**src/rtl/ex_pkg.sv**
```systemverilog
// Shared definitions for the SimpleRISC execute stage: control-bus bit
// positions and the execute FSM state encoding.
package ex_pkg;
   localparam int B_ST   = 0;
   localparam int B_LD   = 1;
   localparam int B_BEQ  = 2;
   localparam int B_BGT  = 3;
   localparam int B_RET  = 4;
   localparam int B_IMM  = 5;
   localparam int B_WB   = 6;
   localparam int B_UBR  = 7;
   localparam int B_CALL = 8;
   localparam int B_ADD  = 9;
   localparam int B_SUB  = 10;
   localparam int B_CMP  = 11;
   localparam int B_MUL  = 12;
   localparam int B_DIV  = 13;
   localparam int B_MOD  = 14;
   localparam int B_LSL  = 15;
   localparam int B_LSR  = 16;
   localparam int B_ASR  = 17;
   localparam int B_OR   = 18;
   localparam int B_AND  = 19;
   localparam int B_NOT  = 20;
   localparam int B_MOV  = 21;

   typedef enum logic [1:0] {IDLE, DIV, FIX} ex_state_e;
endpackage

```
**src/rtl/iterative_divider.sv**
```systemverilog
// Signed restoring divider: 32 magnitude iterations, then one FIX cycle that
// applies sign correction and the divide-by-zero rule.
module iterative_divider #(
   parameter int W = 32
) (
   input  logic         clk,
   input  logic         reset_n,
   input  logic         i_start,
   input  logic [W-1:0] i_a,
   input  logic [W-1:0] i_b,
   output logic         o_busy,
   output logic         o_last,
   output logic         o_done,
   output logic [W-1:0] o_quot,
   output logic [W-1:0] o_rem
);
   logic         r_busy, r_fix, r_a_neg, r_b_neg, r_bz;
   logic [5:0]   r_cnt;
   logic [W-1:0] r_q, r_r, r_dvs, r_a;
   logic [W-1:0] w_shift;
   logic [W:0]   w_diff;

   // r_q doubles as the dividend shift register; its MSB feeds the remainder
   assign w_shift = {r_r[W-2:0], r_q[W-1]};
   assign w_diff  = {1'b0, w_shift} - {1'b0, r_dvs};

   always_ff @(posedge clk or negedge reset_n) begin
      if (!reset_n) begin
         r_busy  <= 1'b0;
         r_fix   <= 1'b0;
         r_cnt   <= '0;
         r_q     <= '0;
         r_r     <= '0;
         r_dvs   <= '0;
         r_a     <= '0;
         r_a_neg <= 1'b0;
         r_b_neg <= 1'b0;
         r_bz    <= 1'b0;
      end else if (i_start && !r_busy) begin
         r_busy  <= 1'b1;
         r_fix   <= 1'b0;
         r_cnt   <= '0;
         r_q     <= i_a[W-1] ? -i_a : i_a;
         r_r     <= '0;
         r_dvs   <= i_b[W-1] ? -i_b : i_b;
         r_a     <= i_a;
         r_a_neg <= i_a[W-1];
         r_b_neg <= i_b[W-1];
         r_bz    <= (i_b == '0);
      end else if (r_busy && !r_fix) begin
         r_q <= {r_q[W-2:0], ~w_diff[W]};
         r_r <= w_diff[W] ? w_shift : w_diff[W-1:0];
         if (r_cnt == 6'(W-1)) r_fix <= 1'b1;
         else                  r_cnt <= r_cnt + 6'd1;
      end else if (r_fix) begin
         r_fix  <= 1'b0;
         r_busy <= 1'b0;
         r_cnt  <= '0;
      end
   end

   assign o_busy = r_busy;
   assign o_last = r_busy && !r_fix && (r_cnt == 6'(W-1));
   assign o_done = r_fix;
   assign o_quot = r_bz ? '1  : ((r_a_neg ^ r_b_neg) ? -r_q : r_q);
   assign o_rem  = r_bz ? r_a : (r_a_neg ? -r_r : r_r);
endmodule

```
**src/rtl/ex_stage.sv**
```systemverilog
// SimpleRISC execute stage: ALU, E/GT flags, branch resolution and the EX/MA
// latch; DIV/MOD are handed to the iterative divider while in_ready is low.
module ex_stage
   import ex_pkg::*;
#(
   parameter int XLEN   = 32,
   parameter int CTRL_W = 22
) (
   input  logic              clk,
   input  logic              reset_n,
   input  logic              in_valid,
   output logic              in_ready,
   input  logic [XLEN-1:0]   in_pc,
   input  logic [XLEN-1:0]   in_ir,
   input  logic [CTRL_W-1:0] in_ctrl,
   input  logic [XLEN-1:0]   in_branch_target,
   input  logic [XLEN-1:0]   in_op_a,
   input  logic [XLEN-1:0]   in_op_b,
   input  logic [XLEN-1:0]   in_op_2,
   output logic              out_valid,
   output logic [XLEN-1:0]   out_pc,
   output logic [XLEN-1:0]   out_ir,
   output logic [CTRL_W-1:0] out_ctrl,
   output logic [XLEN-1:0]   out_alu_result,
   output logic [XLEN-1:0]   out_op_2,
   output logic              branch_taken,
   output logic [XLEN-1:0]   branch_pc,
   output logic              flag_e,
   output logic              flag_gt
);
   ex_state_e         r_state, w_state_nxt;
   logic              w_accept, w_is_div, w_taken, w_div_start;
   logic              w_div_busy, w_div_last, w_div_done;
   logic [XLEN-1:0]   w_alu, w_div_q, w_div_r;
   logic [XLEN-1:0]   r_s_pc, r_s_ir, r_s_op_2;
   logic [CTRL_W-1:0] r_s_ctrl;
   logic              r_valid, r_taken, r_e, r_gt;
   logic [XLEN-1:0]   r_pc, r_ir, r_res, r_op_2, r_bpc;
   logic [CTRL_W-1:0] r_ctrl;

   assign w_is_div    = in_ctrl[B_DIV] | in_ctrl[B_MOD];
   assign w_accept    = in_valid && (r_state == IDLE);
   assign w_div_start = w_accept && w_is_div && !w_div_busy;
   // Flags are read before this instruction's own cmp update lands
   assign w_taken     = in_ctrl[B_UBR] | (in_ctrl[B_BEQ] & r_e) | (in_ctrl[B_BGT] & r_gt);

   always_comb begin
      w_alu = '0;
      if (in_ctrl[B_ADD]) w_alu = in_op_a + in_op_b;
      if (in_ctrl[B_SUB]) w_alu = in_op_a - in_op_b;
      if (in_ctrl[B_CMP]) w_alu = in_op_a - in_op_b;
      if (in_ctrl[B_MUL]) w_alu = $unsigned($signed(in_op_a) * $signed(in_op_b));
      if (in_ctrl[B_LSL]) w_alu = in_op_a << in_op_b[4:0];
      if (in_ctrl[B_LSR]) w_alu = in_op_a >> in_op_b[4:0];
      if (in_ctrl[B_ASR]) w_alu = $unsigned($signed(in_op_a) >>> in_op_b[4:0]);
      if (in_ctrl[B_OR])  w_alu = in_op_a | in_op_b;
      if (in_ctrl[B_AND]) w_alu = in_op_a & in_op_b;
      if (in_ctrl[B_NOT]) w_alu = ~in_op_b;
      if (in_ctrl[B_MOV]) w_alu = in_op_b;
   end

   always_comb begin
      w_state_nxt = r_state;
      case (r_state)
         IDLE:    if (w_div_start) w_state_nxt = DIV;
         DIV:     if (w_div_last)  w_state_nxt = FIX;
         FIX:     if (w_div_done)  w_state_nxt = IDLE;
         default: w_state_nxt = IDLE;
      endcase
   end

   always_ff @(posedge clk or negedge reset_n) begin
      if (!reset_n) r_state <= IDLE;
      else          r_state <= w_state_nxt;
   end

   iterative_divider #(.W(XLEN)) u_div (
      .clk     (clk),
      .reset_n (reset_n),
      .i_start (w_div_start),
      .i_a     (in_op_a),
      .i_b     (in_op_b),
      .o_busy  (w_div_busy),
      .o_last  (w_div_last),
      .o_done  (w_div_done),
      .o_quot  (w_div_q),
      .o_rem   (w_div_r)
   );

   always_ff @(posedge clk or negedge reset_n) begin
      if (!reset_n) begin
         {r_s_pc, r_s_ir, r_s_op_2, r_s_ctrl} <= '0;
         {r_valid, r_taken, r_e, r_gt}        <= '0;
         {r_pc, r_ir, r_res, r_op_2, r_bpc}   <= '0;
         r_ctrl                               <= '0;
      end else begin
         r_valid <= 1'b0;
         r_taken <= 1'b0;
         if (w_div_start) begin
            r_s_pc   <= in_pc;
            r_s_ir   <= in_ir;
            r_s_ctrl <= in_ctrl;
            r_s_op_2 <= in_op_2;
         end else if (w_accept) begin
            r_valid <= 1'b1;
            r_taken <= w_taken;
            r_pc    <= in_pc;
            r_ir    <= in_ir;
            r_ctrl  <= in_ctrl;
            r_op_2  <= in_op_2;
            r_bpc   <= in_ctrl[B_RET] ? in_op_a : in_branch_target;
            r_res   <= in_ctrl[B_CALL] ? in_pc + 32'd4 : w_alu;
            if (in_ctrl[B_CMP]) begin
               r_e  <= (in_op_a == in_op_b);
               r_gt <= ($signed(in_op_a) > $signed(in_op_b));
            end
         end else if (r_state == FIX && w_div_done) begin
            r_valid <= 1'b1;
            r_pc    <= r_s_pc;
            r_ir    <= r_s_ir;
            r_ctrl  <= r_s_ctrl;
            r_op_2  <= r_s_op_2;
            r_res   <= r_s_ctrl[B_MOD] ? w_div_r : w_div_q;
         end
      end
   end

   assign in_ready       = reset_n && (r_state == IDLE);
   assign out_valid      = r_valid;
   assign out_pc         = r_pc;
   assign out_ir         = r_ir;
   assign out_ctrl       = r_ctrl;
   assign out_alu_result = r_res;
   assign out_op_2       = r_op_2;
   assign branch_taken   = r_taken;
   assign branch_pc      = r_bpc;
   assign flag_e         = r_e;
   assign flag_gt        = r_gt;
endmodule

```
**config.mk**
```make
export PLATFORM = sky130hd
export DESIGN_NAME = ex_stage
export DESIGN_NICKNAME = d
export VERILOG_FILES = /design/src/rtl/ex_pkg.sv /design/src/rtl/iterative_divider.sv /design/src/rtl/ex_stage.sv
export SDC_FILE = /design/constraint.sdc
export NUM_CORES = 2
export LEC_CHECK = 0
export ABC_AREA = 1
export CAP_MARGIN = 25
export CORE_MARGIN = 10
export CORE_UTILIZATION = 56
export DETAILED_ROUTE_END_ITERATION = 6
export HOLD_SLACK_MARGIN = 0.08
export PLACE_DENSITY = 0.76
export SETUP_SLACK_MARGIN = 0.2
export SYNTH_ARGS = -nofsm -noshare
export SYNTH_HDL_FRONTEND = slang
export SYNTH_HIERARCHICAL = 1
export SYNTH_SLANG_ARGS = --single-unit
```
**constraint.sdc**
```tcl
create_clock -name clk -period 2.15 [get_ports clk]
set_clock_uncertainty 0.15 [all_clocks]
set_input_delay 0.5375 -clock clk [delete_from_list [all_inputs] [get_ports clk]]
set_output_delay 0.5375 -clock clk [all_outputs]
set_load 0.02 [all_outputs]
```
==> results of run 1 <==
==> routing by layer <==
layer	GRT overflow	global-route usage
met1	6	0.7146
met2	79	0.8258
met3	12	0.5594
met4	53	0.6096
met5	0	0.3512
==> cells in the mapped netlist (all sizes together) (18+ instances only) <==
master and n:
ha 286, o211ai 70, or2 19, xor2 48, a31oi 211, mux2i 19
o21bai 23, nor2 595, inv 1452, nor3 54, dfrtp 444, xnor2 30
nand3b 18, nand3 398, o21ai 480, fa 411, a21oi 379, nand4 54
nand2 2688, buf 151, clkbuf 275, o22ai 37
==> cell families after synthesis <==
logic type	Yosys count	synth area share
adder cells (fa/ha/maj)	697	0.2187
AND/OR/NAND/NOR	3849	0.2890
flip-flops	444	0.2058
XOR/XNOR	78	0.01266
buffers and inverters	1886	0.1360
AO/OA/AOI/OAI	1279	0.1343
multiplexers	19	0.003523
==> through the flow <==
| step | instances | TNS (ns) | cell area, um2 |
|---|---|---|---|
| 4_1_cts | 11146 | -202.09 | 74860 |
| 3_3_place_gp | 10975 | -356.40 | 70390 |
| 2_1_floorplan | 8252 | -128.44 | 55230 |
| 3_5_place_dp | 10975 | -376.86 | 70390 |
==> repair_timing <==
item / in CTS
pin swaps: 260
cloned: 8
resized for setup: 667
hold buffers: 1
hold endpoints to repair: 18
setup buffers: 69
endpoints found under the setup margin: 614
==> flow_metrics.py, run 1 <==
metrics = {
    "global_routing": {
        "grt_max_degree": 120,
        "overflow": 150,
        "antenna_found_initial": 65,
        "track_usage": 0.6886,
    },
    "place": {
        "post-place-ws_ns": -6.257,
        "hpwl_mm": 200.8,
        "numPortBuffers": 403,
        "gp_congestion": 1.071,
    },
    "die": {
        "initial_utilization": 0.5665,
        "ios": 404,
        "die_w_um": 330.5,
        "rows": 113,
        "die_y_um": 330.5,
    },
    "clocking": {
        "clockRootBuffer": "clkbuf_16",
        "cts-htree-levels": 2,
        "cts_buffers": 51,
        "clockBufferDepth": 3,
        "cts.sink_count": 444,
    },
    "synth": {
        "ys_top_cells_by_area": "dfrtp_1 (21%), nand2_1 (19%), fa_1 (15%), inv_1 (9.9%), ha_1 (6.6%)",
        "async_reset_ff_frac": 1.000,
        "synth_area_mm2": 0.05398,
        "yosysUniqueCellTypes": 76,
        "synth-seq-area-share": 0.2058,
        "yosys_register_bits": 444,
        "synth_top_area_frac": 0.2058,
        "synth_fp_nets": 9166,
        "synth_edf_count": 0,
        "ys_warn_count": 6,
        "postSynthCellCount": 8252,
        "avgSynthCellArea_um2": 6.542,
        "synth_top_cell_by_area": "dfrtp_1",
        "synth-main-ff-cell": "dfrtp_1",
    },
    "sta": {
        "worst-ep-kind": "sequential cell input",
        "crit_endpoint": "out_alu_result[31]$_DFFE_PN0P_/D",
    },
    "status": {
        "status": "did not finish",
        "stop_error": "[ERROR GRT-0232] Routing congestion too high. Check the congestion heatmap in the GUI.",
        "haltStage": "global routing (5_1_grt)",
    },
}
==> run 2, diff against run 1 <==
--- a/config.mk
+++ b/config.mk
@@ -8,11 +8,9 @@
 export ABC_AREA = 1
 export CAP_MARGIN = 25
 export CORE_MARGIN = 10
-export CORE_UTILIZATION = 56
+export CORE_UTILIZATION = 40
 export DETAILED_ROUTE_END_ITERATION = 6
-export HOLD_SLACK_MARGIN = 0.08
-export PLACE_DENSITY = 0.76
-export SETUP_SLACK_MARGIN = 0.2
+export PLACE_DENSITY_LB_ADDON = 0.15
 export SYNTH_ARGS = -nofsm -noshare
 export SYNTH_HDL_FRONTEND = slang
 export SYNTH_HIERARCHICAL = 1
==> constraint.sdc (replaced) <==
create_clock -name clk -period 2.79 [get_ports clk]
set_clock_uncertainty 0.15 [all_clocks]
set_input_delay 0.6975 -clock clk [delete_from_list [all_inputs] [get_ports clk]]
set_output_delay 0.6975 -clock clk [all_outputs]
set_load 0.02 [all_outputs]
==> run 2 against run 1 <==
The flow now finishes, with violations (setup timing). Synthesized area unchanged. Synthesized cell count unchanged.
==> flow_metrics.py, run 2 <==
metrics = {
    "layout": {
        "final_common_cell": "nand2_1",
        "area_growth_syn_to_layout_pct": 37.95,
        "fin_area_mm2": 0.07447,
        "finish.net_count": 10535,
        "final_cell_count_no_fill": 11447,
        "register_area_mm2": 0.01111,
        "final_cell_mix": "nand2_1 (2534), inv_1 (1342), buf_4 (1146)",
        "fillCellCount": 13131,
        "multiInputGateArea_mm2": 0.03789,
        "layout-drive-gt1-share": 0.2171,
    },
    "place": {
        "numPortBuffers": 403,
        "dpl_cell_area_mm2": 0.06873,
        "dpl.cell_count": 11216,
        "gp_congestion": 0.9987,
        "hpwl_mm": 209.8,
    },
    "sta": {
        "post-route-period-util": 2.675,
        "setup_slack_ns": -4.674,
        "fin_crit_ns": 7.464,
        "drv_slew": 0,
        "whs_ns": 0.2344,
        "finalHoldViolations": 0,
        "rsz0062_at_grt": "true",
        "fin_tns_setup_ns": -111.81,
        "relSlewSlack": 0.3382,
        "fmax_mhz": 134.0,
        "tightest_slew_ns": 0.9928,
        "setup_violations": 33,
    },
    "clocking": {
        "cts_buffers": 53,
        "cts_tree": "yes",
        "cts.sink_count": 444,
        "clockRootBuffer": "clkbuf_16",
        "cts-htree-levels": 2,
        "clockBufferDepth": 3,
        "clk_pin_slew_worst_paths_ns": 0.06,
        "clk_latency_ns": 0.67,
    },
    "die": {
        "die-area_mm2": 0.1500,
        "rows": 134,
        "die_y_um": 387.4,
        "coreArea_mm2": 0.1338,
        "die_w_um": 387.4,
        "ios": 404,
        "initial_utilization": 0.4035,
    },
    "route": {
        "routed_via_density": 5.266,
        "wl_per_cell_um": 22.58,
        "ant_nets": 0,
        "drt_iter0_drc": 5914,
        "vias": 60275,
        "drc": 0,
        "drtPass1Iterations": 6,
        "finalWirelength_mm": 258.5,
    },
    "global_routing": {
        "grt_pass1_vias": 58779,
        "grt_max_degree": 153,
        "grt_pass1_wl_mm": 382.0,
        "overflow": 0,
        "track_usage": 0.3326,
        "antenna_found_initial": 25,
    },
    "synth": {
        "yosysUniqueCellTypes": 76,
        "synth_area_mm2": 0.05398,
        "synth-main-ff-cell": "dfrtp_1",
        "yosys_register_bits": 444,
        "ys_warn_count": 6,
        "synth_top_cell_by_area": "dfrtp_1",
        "ys_top_cells_by_area": "dfrtp_1 (21%), nand2_1 (19%), fa_1 (15%), inv_1 (9.9%), ha_1 (6.6%)",
        "async_reset_ff_frac": 1.000,
        "yosysMostFrequentCell": "nand2_1",
        "synth-seq-area-share": 0.2058,
        "synth_top_area_frac": 0.2058,
        "synth_fp_nets": 9166,
        "synth_common_cells": "nand2_1 (2668), inv_1 (1428), nor2_1 (574)",
        "synth_edf_count": 0,
        "avgSynthCellArea_um2": 6.542,
        "postSynthCellCount": 8252,
    },
    "setup_path": {
        "critPathMostFrequentCell": "nand2_1",
        "cp.arrival_ns": 7.84,
        "critPathKind": "primary input to register",
        "cpPeakStageDelay_ns": 0.60,
        "rr_worst_depth": 16,
        "crit_required_ns": 3.17,
        "endpoint_kind": "register",
        "cp_max_fo": 9,
        "slowest_stage": "fa_1",
        "start_kind": "primary input",
    },
    "status": {
        "status": "finished, violations left",
        "failed_checks": "setup timing",
    },
    "hold_path": {
        "holdPathStages": 3,
        "hold_path_class": "primary input to register",
    },
    "run": {
        "cap_viol_max_count": 0,
    },
}
## run 2: cell counts after synthesis
Identical to the previous run, type by type.
## run 2: final cells by class
type / count / share of cell area
sequential: 444 / 0.1492
clock inverter: 23 / 0.004385
timing repair buffer: 1741 / 0.2126
antenna: 14 / 0.0004704
inverter: 1459 / 0.07374
multi-input combinational: 5922 / 0.5088
tap: 1768 / 0.02970
clock buffer: 76 / 0.02112
## run 2: routing by layer
| layer | global-route usage | part of all wire | vias up |
|---|---|---|---|
| met5 | 0 | 0.00045 | - |
| met3 | 0.05582 | 0.078 | 495 |
| met2 | 0.5280 | 0.45 | 2406 |
| li1 | - | - | 28420 |
| met1 | 0.4401 | 0.42 | 28936 |
| met4 | 0.1542 | 0.054 | 18 |
## run 2: path summary, 6_finish.rpt
kind                               from            endpoint  slack [ns]
max reg2reg                u_div/r_r[0]  out_alu_result[22]       -0.11
max                         in_op_a[17]  out_alu_result[31]       -4.67
min                          in_ctrl[4]         out_ctrl[4]        0.23
max in group asynchronous       reset_n        out_ctrl[18]        0.76
min in group asynchronous       reset_n      u_div/r_cnt[4]        0.51
min reg2reg                  r_s_ir[18]          r_s_ir[18]        0.32
## run 2: what timing repair did
item	in CTS	in global routing
pin swaps	299	167
buffers inserted	105	22
endpoints found under the setup margin	35	45
gates cloned	6	0
hold endpoints to repair	15	0
hold buffers	1	0
resized for setup	689	212
## run 2: cells by family (layout without fill, tap and decap cells)
family                     after synthesis  in the layout  synth area share
and+or+nand+nor                       3849           3849            0.2890
DFF                                    444            444            0.2058
adders and majority gates              697            697            0.2187
muxes                                   19             19          0.003523
buffers and inverters                 1886           3299            0.1360
AOI/OAI and AO/OA                     1279           1279            0.1343
other                                    0             14                 0
xor gates and xnor gates                78             78           0.01266
## run 2: critical path, delay by kind of cell
| kind | cells | cell delay, ns |
|---|---|---|
| AOI/OAI and AO/OA | 5 | 0.85 |
| and+or+nand+nor | 17 | 1.15 |
| adders and majority gates | 9 | 4.32 |
| buffers and inverters | 8 | 0.80 |
## run 2: per-stage QoR
stage               setup slack (ns)    util
detailed placement            -5.874  0.5137
global placement              -5.748  0.5137
floorplan                     -4.832       -
global route                  -4.886  0.5564
CTS                           -4.516  0.5510
finish                        -4.674  0.5566
Power of run 2 is not shown: default switching activity piles up to over one toggle a cycle in this logic, so the estimate is an artifact.
